==> src/rtl/jk_cmd_sequencer.sv <==
// Command FIFO and two-state player that drives registered J/K levels into a JK flop.
// Define JK_SEQ_CHECK_EN to build the expected-Q model and the sticky Q_FB compare.
module jk_cmd_sequencer #(
    parameter int DEPTH = 4,
    parameter int CNT_W = 4
) (
    input  logic             CLK,
    input  logic             RST_N,
    input  logic             CMD_VALID,
    output logic             CMD_READY,
    input  logic [1:0]       CMD_OP,
    input  logic [CNT_W-1:0] CMD_CNT,
    output logic             J,
    output logic             K,
    input  logic             Q_FB,
    output logic             BUSY,
    output logic             DONE,
    output logic             EXP_Q,
    output logic             MISMATCH
);

    localparam int AW = $clog2(DEPTH);

    typedef enum logic {
        S_IDLE,
        S_EXEC
    } state_e;

    typedef struct packed {
        logic [1:0]       op;
        logic [CNT_W-1:0] cnt;
    } cmd_t;

    cmd_t             fifo_mem [DEPTH];
    logic [AW:0]      wr_ptr_q, rd_ptr_q;
    logic             fifo_full, fifo_empty;
    logic             push, pop;
    cmd_t             head;

    state_e           state_q, state_d;
    logic [CNT_W-1:0] cnt_q, cnt_d;
    logic             j_q, j_d, k_q, k_d;

    // Pointers carry an extra wrap bit so full and empty are distinguishable.
    assign fifo_full  = (wr_ptr_q[AW] != rd_ptr_q[AW]) &&
                        (wr_ptr_q[AW-1:0] == rd_ptr_q[AW-1:0]);
    assign fifo_empty = (wr_ptr_q == rd_ptr_q);
    assign push       = CMD_VALID && !fifo_full;
    assign head       = fifo_mem[rd_ptr_q[AW-1:0]];

    // NOTE: storage is not reset; entries are only ever read behind a valid write pointer.
    always_ff @(posedge CLK) begin
        if (push) begin
            fifo_mem[wr_ptr_q[AW-1:0]] <= {CMD_OP, CMD_CNT};
        end
    end

    // NOTE: sequential state uses non-blocking assignments so every flop samples pre-edge values.
    always_ff @(posedge CLK) begin
        if (!RST_N) begin
            wr_ptr_q <= '0;
            rd_ptr_q <= '0;
            state_q  <= S_IDLE;
            cnt_q    <= '0;
            j_q      <= 1'b0;
            k_q      <= 1'b0;
        end else begin
            if (push) wr_ptr_q <= wr_ptr_q + (AW+1)'(1);
            if (pop)  rd_ptr_q <= rd_ptr_q + (AW+1)'(1);
            state_q <= state_d;
            cnt_q   <= cnt_d;
            j_q     <= j_d;
            k_q     <= k_d;
        end
    end

    // NOTE: every comb output gets a default first so no path can infer a latch.
    always_comb begin
        state_d = state_q;
        cnt_d   = cnt_q;
        j_d     = j_q;
        k_d     = k_q;
        pop     = 1'b0;
        case (state_q)
            S_IDLE: begin
                if (!fifo_empty) begin
                    pop        = 1'b1;
                    state_d    = S_EXEC;
                    {j_d, k_d} = head.op;
                    cnt_d      = head.cnt;
                end
            end
            S_EXEC: begin
                if (cnt_q != '0) begin
                    cnt_d = cnt_q - CNT_W'(1);
                end else if (!fifo_empty) begin
                    // Chain straight into the next command without an idle cycle.
                    pop        = 1'b1;
                    {j_d, k_d} = head.op;
                    cnt_d      = head.cnt;
                end else begin
                    state_d = S_IDLE;
                    j_d     = 1'b0;
                    k_d     = 1'b0;
                end
            end
            default: begin
                state_d = S_IDLE;
                j_d     = 1'b0;
                k_d     = 1'b0;
            end
        endcase
    end

    always_comb begin
        CMD_READY = !fifo_full;
        J         = j_q;
        K         = k_q;
        DONE      = (state_q == S_EXEC) && (cnt_q == '0);
        BUSY      = (state_q == S_EXEC) || !fifo_empty;
    end

`ifdef JK_SEQ_CHECK_EN
    logic exp_q, known_q, mismatch_q;

    // The model updates from the same J/K the flop samples at this edge.
    always_ff @(posedge CLK) begin
        if (!RST_N) begin
            exp_q      <= 1'b0;
            known_q    <= 1'b0;
            mismatch_q <= 1'b0;
        end else begin
            case ({j_q, k_q})
                2'b01:   exp_q <= 1'b0;
                2'b10:   exp_q <= 1'b1;
                2'b11:   exp_q <= ~exp_q;
                default: exp_q <= exp_q;
            endcase
            if (j_q ^ k_q) known_q <= 1'b1;
            if (known_q && (Q_FB != exp_q)) mismatch_q <= 1'b1;
        end
    end

    assign EXP_Q    = exp_q;
    assign MISMATCH = mismatch_q;
`else
    logic unused_q_fb;

    assign unused_q_fb = Q_FB;
    assign EXP_Q       = 1'b0;
    assign MISMATCH    = 1'b0;
`endif

endmodule

==> config.mk <==
export PLATFORM = sky130hd
export DESIGN_NAME = jk_cmd_sequencer
export DESIGN_NICKNAME = d
export VERILOG_FILES = /design/src/rtl/jk_cmd_sequencer.sv
export SDC_FILE = /design/constraint.sdc
export NUM_CORES = 1
export LEC_CHECK = 0
export BUFFER_PORTS_ARGS = -buffer_cell sky130_fd_sc_hd__buf_2
export CAP_MARGIN = 20
export CORE_MARGIN = 1
export CORE_UTILIZATION = 57
export DETAILED_ROUTE_END_ITERATION = 10
export PLACE_DENSITY_LB_ADDON = 0.3
export SYNTH_ARGS = -nofsm -noshare
export SYNTH_HDL_FRONTEND = slang
export SYNTH_SLANG_ARGS = --single-unit
==> constraint.sdc <==
create_clock -name CLK -period 2.3 [get_ports CLK]
set_clock_uncertainty 0.2 [all_clocks]
set_input_delay 0.115 -clock CLK [delete_from_list [all_inputs] [get_ports CLK]]
set_output_delay 0.115 -clock CLK [all_outputs]
set_load 0.005 [all_outputs]
==> impl_metrics.csv, run 1 <==
group,metric,value,unit
worst_setup_path,setup.worst_path.class,"reg -> reg",
logic_synthesis,synth-seq-cells,39,
worst_setup_path,rrSetupSlack,0.40,ns
floorplanning,num_rows,19,
logic_synthesis,netlist_top_cells_area,"edfxtp_1 42%, dfxtp_1 17%, mux4_2 7.9%",
drt,drtIter0Drc,37,
drt,dr_total_vias,1016,
place,pre_cts_slack,0.383,ns
pwr,vdd_drop_max,755,uV
min_path,hp-class,"in -> reg",
cells_and_area,final.fill_count,197,
drt,wl,2.65,mm
drt,wire_per_inst,14.7,um
worst_setup_path,crit_path_start_kind,"flip-flop",
pwr,p_leak,0.000732,uW
worst_setup_path,crit_fanout,7,
drt,via_per_inst,5.64,
logic_synthesis,synth.largest_area_cell,"edfxtp_1",
sta,setup_tns,0,ns
sta,period_needed,1.90,ns
worst_setup_path,cp.arrival,1.73,ns
cells_and_area,layout_common_cells,"24 x edfxtp_1, 15 x dfxtp_1, 13 x buf_2",
drt,first_pass_iters,7,
global_routing,grt_start_max_net_pins,13,
sta,setup_violations,0,
global_routing,antenna_found_initial,0,
cells_and_area,diodes,0,
clocking,clock_path_buffers,2,
cells_and_area,area_growth,12.0,%
floorplanning,die_width,56.9,um
cells_and_area,layout-drive-gt1-share,0.242,
floorplanning,coreArea,2810,um2
cells_and_area,nNetsFinal,165,
run_status,violations,"DRC",
worst_setup_path,crit_required,2.13,ns
place,port_buffers,13,
clocking,cts_sinks,39,
logic_synthesis,ys_seq_area_frac,0.595,
drt,drc,5,
floorplanning,fp.dieArea,3240,um2
sta,fin_ws,0.397,ns
logic_synthesis,syn_area,1720,um2
global_routing,gr-total-overflow,0,
clocking,post-cts-setup-buffers,0,
sta,final-hold-violation-count,0,
drt,ant_nets,0,
place,dp_hpwl,1.93,mm
sta,post-route-period-util,0.827,
worst_setup_path,cp-end-kind,"flip-flop",
floorplanning,fp.dieH,56.9,um
clocking,path_clk_slew,0.11,ns
run_status,status,"finished, violations left",
min_path,hold_depth,4,
logic_synthesis,synth_top_cell_area_share,0.420,
clocking,cts-root-buf,"clkbuf_4",
global_routing,grt_use_total,0.199,
clocking,clkLatencyLatePin,0.35,ns
global_routing,grt_pass1_wl,4.58,mm
job,max-cap-violations,0,
cells_and_area,regArea,1020,um2
pwr,powerDensity,1040,nW/um2
logic_synthesis,netlist_instances,125,
clocking,h-tree-depth,2,
worst_setup_path,reg2regPathDepth,3,
cells_and_area,multiInputGateArea,646,um2
place,place.gp.congestion,0.878,
pwr,power,2000,uW
logic_synthesis,synth_warnings,0,
sta,slew_violations,0,
floorplanning,ioPinCount,17,
sta,rsz0062_at_grt,"false",
clocking,cts_tree,"done",
global_routing,grt_pass1_vias,1038,
floorplanning,start_util,0.612,
logic_synthesis,synth.distinct_cells,35,
logic_synthesis,synth.avg_cell_area,13.7,um2
cells_and_area,final_common_cell,"edfxtp_1",
clocking,cts_made_buffers,5,
sta,clock.fmax,0.526,GHz
cells_and_area,post-route-util,0.685,
==> cell families (layout without fill, tap and decap cells) <==
logic type      Yosys count  in the layout  synth area share
mux                      10             10             0.102
xor+xnor                  6              6            0.0394
fa+ha+maj                 6              6            0.0437
compound gates           18             18            0.0824
flops                    39             39             0.595
other cells               1              2           0.00218
simple gates             33             33             0.104
buf+inv                  12             35            0.0313
==> cell usage after synthesis, drive strengths merged <==
master,instances
nor3,2
or3,4
o21ai,5
nor2,7
inv,8
a22oi,1
nor3b,1
and2,4
a21oi,5
nor4,1
nand3,2
mux4,6
buf,3
xnor2,3
nand2,9
clkbuf,1
ha,6
mux2i,4
a211oi,2
o31a,1
o22ai,1
a21o,1
nand2b,2
o32a,1
edfxtp,24
a41oi,1
nand4b,1
conb,1
xor2,3
dfxtp,15
==> layout make-up <==
| cell class | count | area share |
|---|---|---|
| clock buffers | 5 | 0.0195 |
| flip-flops and latches | 39 | 0.531 |
| inverters | 8 | 0.0156 |
| repair buffers | 20 | 0.0703 |
| clock inverters | 2 | 0.00716 |
| well taps | 31 | 0.0202 |
| multi-input cells | 75 | 0.336 |
==> stage by stage <==
step | cell area [um2] | hold WS [ns] | std cells
2_1_floorplan | 1720 | 0.0139 | 126
3_3_place_gp | 1800 | 0.125 | 166
3_5_place_dp | 1800 | 0.137 | 166
4_1_cts | 1920 | 0.00427 | 180
5_1_grt | 1920 | 0.0326 | 180
6_report | 1920 | 0.0113 | 180
==> final timing paths <==
| check | startpoint | endpoint |
|---|---|---|
| worst max register to register | wr_ptr_q[1] | fifo_mem[2][5] |
| worst min register to register | J | J |
| worst max-delay path | wr_ptr_q[1] | fifo_mem[2][5] |
| worst min-delay path | CMD_VALID | wr_ptr_q[2] |
==> what timing repair did <==
item                      CTS  global route
hold endpoints to repair   27             0
gates resized for setup     0             0
hold buffers                7             0
==> worst max-delay path: stages, from the launching register on <==
cell and delay (ns):
dfxtp_1 0.47, xor2_2 0.31, o31a_2 0.27, and2_1 0.34
==> metal layers <==
| layer | global-route usage | vias to the layer above | wire length, um |
|---|---|---|---|
| li1 | - | 499 | - |
| met1 | 0.234 | 485 | 1140 |
| met2 | 0.328 | 23 | 1330 |
| met3 | 0.0507 | 9 | 101 |
| met4 | 0.118 | 0 | 80 |
| met5 | 0 | - | 0 |
==> report_power, final <==
group          switching (uW)  internal (uW)  total, uW
registers                 119            853        972
clock network             217            113        330
logic                     346            348        694
total                     682           1310       2000
==> sequential cells by signal, indices dropped and copies added (netlist names), named ones only <==
signal,flops
K,1
wr_ptr_q,3
state_q,1
rd_ptr_q,3
J,1
cnt_q,4
fifo_mem,24
Note: power is estimated with default switching activity, not from simulation.
==> run 2: changes to the inputs <==
--- a/config.mk
+++ b/config.mk
@@ -8,7 +8,7 @@
 export BUFFER_PORTS_ARGS = -buffer_cell sky130_fd_sc_hd__buf_2
 export CAP_MARGIN = 20
 export CORE_MARGIN = 1
-export CORE_UTILIZATION = 57
+export CORE_UTILIZATION = 52
 export DETAILED_ROUTE_END_ITERATION = 10
 export PLACE_DENSITY_LB_ADDON = 0.3
 export SYNTH_ARGS = -nofsm -noshare
==> constraint.sdc (replaced) <==
create_clock -name CLK -period 1.6 [get_ports CLK]
set_clock_uncertainty 0.2 [all_clocks]
set_input_delay 0.08 -clock CLK [delete_from_list [all_inputs] [get_ports CLK]]
set_output_delay 0.08 -clock CLK [all_outputs]
set_load 0.005 [all_outputs]
==> run 2 against run 1 <==
Compared with the run above:
- the flow finishes with violations (setup timing)
- non-clock buffer count is 24 higher
- via count is 14% higher
- cell area is 23% higher
- register-to-register slack worse by 0.56 ns
- sequential share of layout area is 9.0 points lower
- global-route usage is 2.5 points higher
- power is 100% higher
- core utilization is 7.5 points higher
- critical path depth is 3 higher
- cell count is 21% higher
- first-iteration DRC count is 68% higher
- clock power is 97% higher
- critical path type is now reg -> out
==> impl_metrics.csv, run 2 (same netlist as run 1, synthesis figures left out) <==
group,metric,value,unit
place,dp_hpwl,2.23,mm
sta,final-hold-violation-count,0,
run_status,status,"finished, violations left",
cells_and_area,layout_common_cells,"24 x edfxtp_1, 18 x buf_4, 12 x buf_2",
cells_and_area,post-route-util,0.760,
clocking,clock_path_buffers,2,
clocking,cts-root-buf,"clkbuf_4",
pwr,p_leak,0.000921,uW
min_path,hp-class,"in -> reg",
sta,clock.fmax,0.548,GHz
run_status,violations,"setup timing",
global_routing,grt_pass1_wl,5.44,mm
cells_and_area,largest_reg_flops,24,
worst_setup_path,cp-end-kind,"output port",
place,pre_cts_slack,-0.164,ns
worst_setup_path,cpMaxStageDelayCell,"dfxtp_4",
place,port_buffers,13,
job,max-cap-violations,0,
worst_setup_path,crit_fanout,2,
clocking,path_clk_slew,0.11,ns
global_routing,grt_use_total,0.224,
sta,slew_violations,0,
drt,drc,0,
drt,dr_total_vias,1160,
worst_setup_path,reg2regPathDepth,6,
cells_and_area,nNetsFinal,189,
global_routing,grt_start_max_net_pins,13,
sta,setup_violations,40,
drt,ant_nets,0,
floorplanning,coreArea,3100,um2
place,placed_area,1950,um2
floorplanning,fp.dieH,59.5,um
worst_setup_path,cp.arrival,1.55,ns
floorplanning,fp.dieArea,3530,um2
floorplanning,num_rows,20,
worst_setup_path,path_cells,"xor2_4 > buf_6 > nor4_4 > buf_4 > inv_2 > buf_6",
worst_setup_path,crit_family,"buffers and inverters",
floorplanning,start_util,0.553,
pwr,vdd_drop_max,958,uV
clocking,cts_sinks,39,
place,place.gp.congestion,0.866,
worst_setup_path,crit_cells,6,
drt,drtIter0Drc,62,
worst_setup_path,max_stage_delay,0.38,ns
global_routing,grt_pass1_vias,1140,
sta,whs,0.275,ns
drt,via_per_inst,5.32,
pwr,powerDensity,1700,nW/um2
global_routing,gr-total-overflow,0,
sta,rsz0062_at_grt,"true",
cells_and_area,fin_area,2360,um2
cells_and_area,diodes,0,
floorplanning,die_width,59.5,um
global_routing,antenna_found_initial,0,
cells_and_area,area_growth,37.3,%
min_path,hold_depth,2,
floorplanning,ioPinCount,17,
worst_setup_path,crit_path_start_kind,"flip-flop",
drt,first_pass_iters,4,
sta,post-route-period-util,1.14,
clocking,clkLatencyLatePin,0.36,ns
cells_and_area,layout-drive-gt1-share,0.511,
worst_setup_path,cpMostUsedCell,"buf_6",
drt,wl,3.49,mm
worst_setup_path,crit_required,1.32,ns
clocking,cts_made_buffers,5,
drt,wire_per_inst,16.0,um
sta,fin_ws,-0.226,ns
cells_and_area,final_common_cell,"edfxtp_1",
clocking,cts_tree,"done",
sta,period_needed,1.83,ns
worst_setup_path,setup.worst_path.class,"reg -> out",
clocking,h-tree-depth,2,
worst_setup_path,worst-path-buf-inv,4,
[run 2: cell count changes in the layout (fill, tap and decap cells not counted), moves of 3 or more]
| cell | delta |
|---|---|
| nand2_2 | +3 |
| buf_6 | +5 |
| buf_4 | +18 |
| dfxtp_1 | -10 |
| and2_4 | +3 |
| nand2_1 | -3 |
| dfxtp_4 | +3 |
| and2_1 | -3 |
| dfxtp_2 | +7 |
[run 2: area by class of cell]
cell class / instances / area, um2
clock buffer: 5 / 37.5
clock inverter: 3 / 38.8
fill: 200 / 746
inverter: 8 / 30.0
multi-input combinational: 75 / 803
sequential: 39 / 1040
tap: 44 / 55.1
timing repair buffer: 44 / 352
[run 2: power breakdown]
group / switching [uW] / total [uW] / leakage (uW) / internal [uW]
logic: 850 / 1940 / 0.000530 / 1090
clock network: 328 / 650 / 0.0000426 / 322
registers: 162 / 1410 / 0.000348 / 1250
[run 2: repair_timing]
item	4_1_cts	5_1_grt
hold buffers	8	0
setup buffers	3	4
gates resized for setup	23	18
hold endpoints to repair	27	0
endpoints found under the setup margin	37	41
pin swaps	8	4
[run 2: metal layers]
layer / track usage / part of all wire / vias up
met2: 0.380 / 0.51 / 46
met3: 0.0699 / 0.050 / 20
met1: 0.264 / 0.40 / 547
met5: 0 / 0 / -
li1: - / - / 547
met4: 0.0918 / 0.042 / 0
[run 2: path summary, 6_finish.rpt]
check	from	endpoint	slack, ns
worst max register to register	wr_ptr_q[0]	rd_ptr_q[1]	-0.16
worst max-delay path	wr_ptr_q[0]	BUSY	-0.23
worst min register to register	J	J	0.31
worst min-delay path	CMD_CNT[3]	fifo_mem[2][3]	0.27
[run 2: metrics by stage]
stage | instances | power [uW] | setup TNS [ns]
after floorplan | 126 | 2200 | 0
after global placement | 195 | 2600 | -0.749
after detailed placement | 195 | 2660 | -2.49
after CTS | 214 | 3640 | -2.36
after global routing | 218 | 4220 | -5.79
final | 218 | 4000 | -4.04
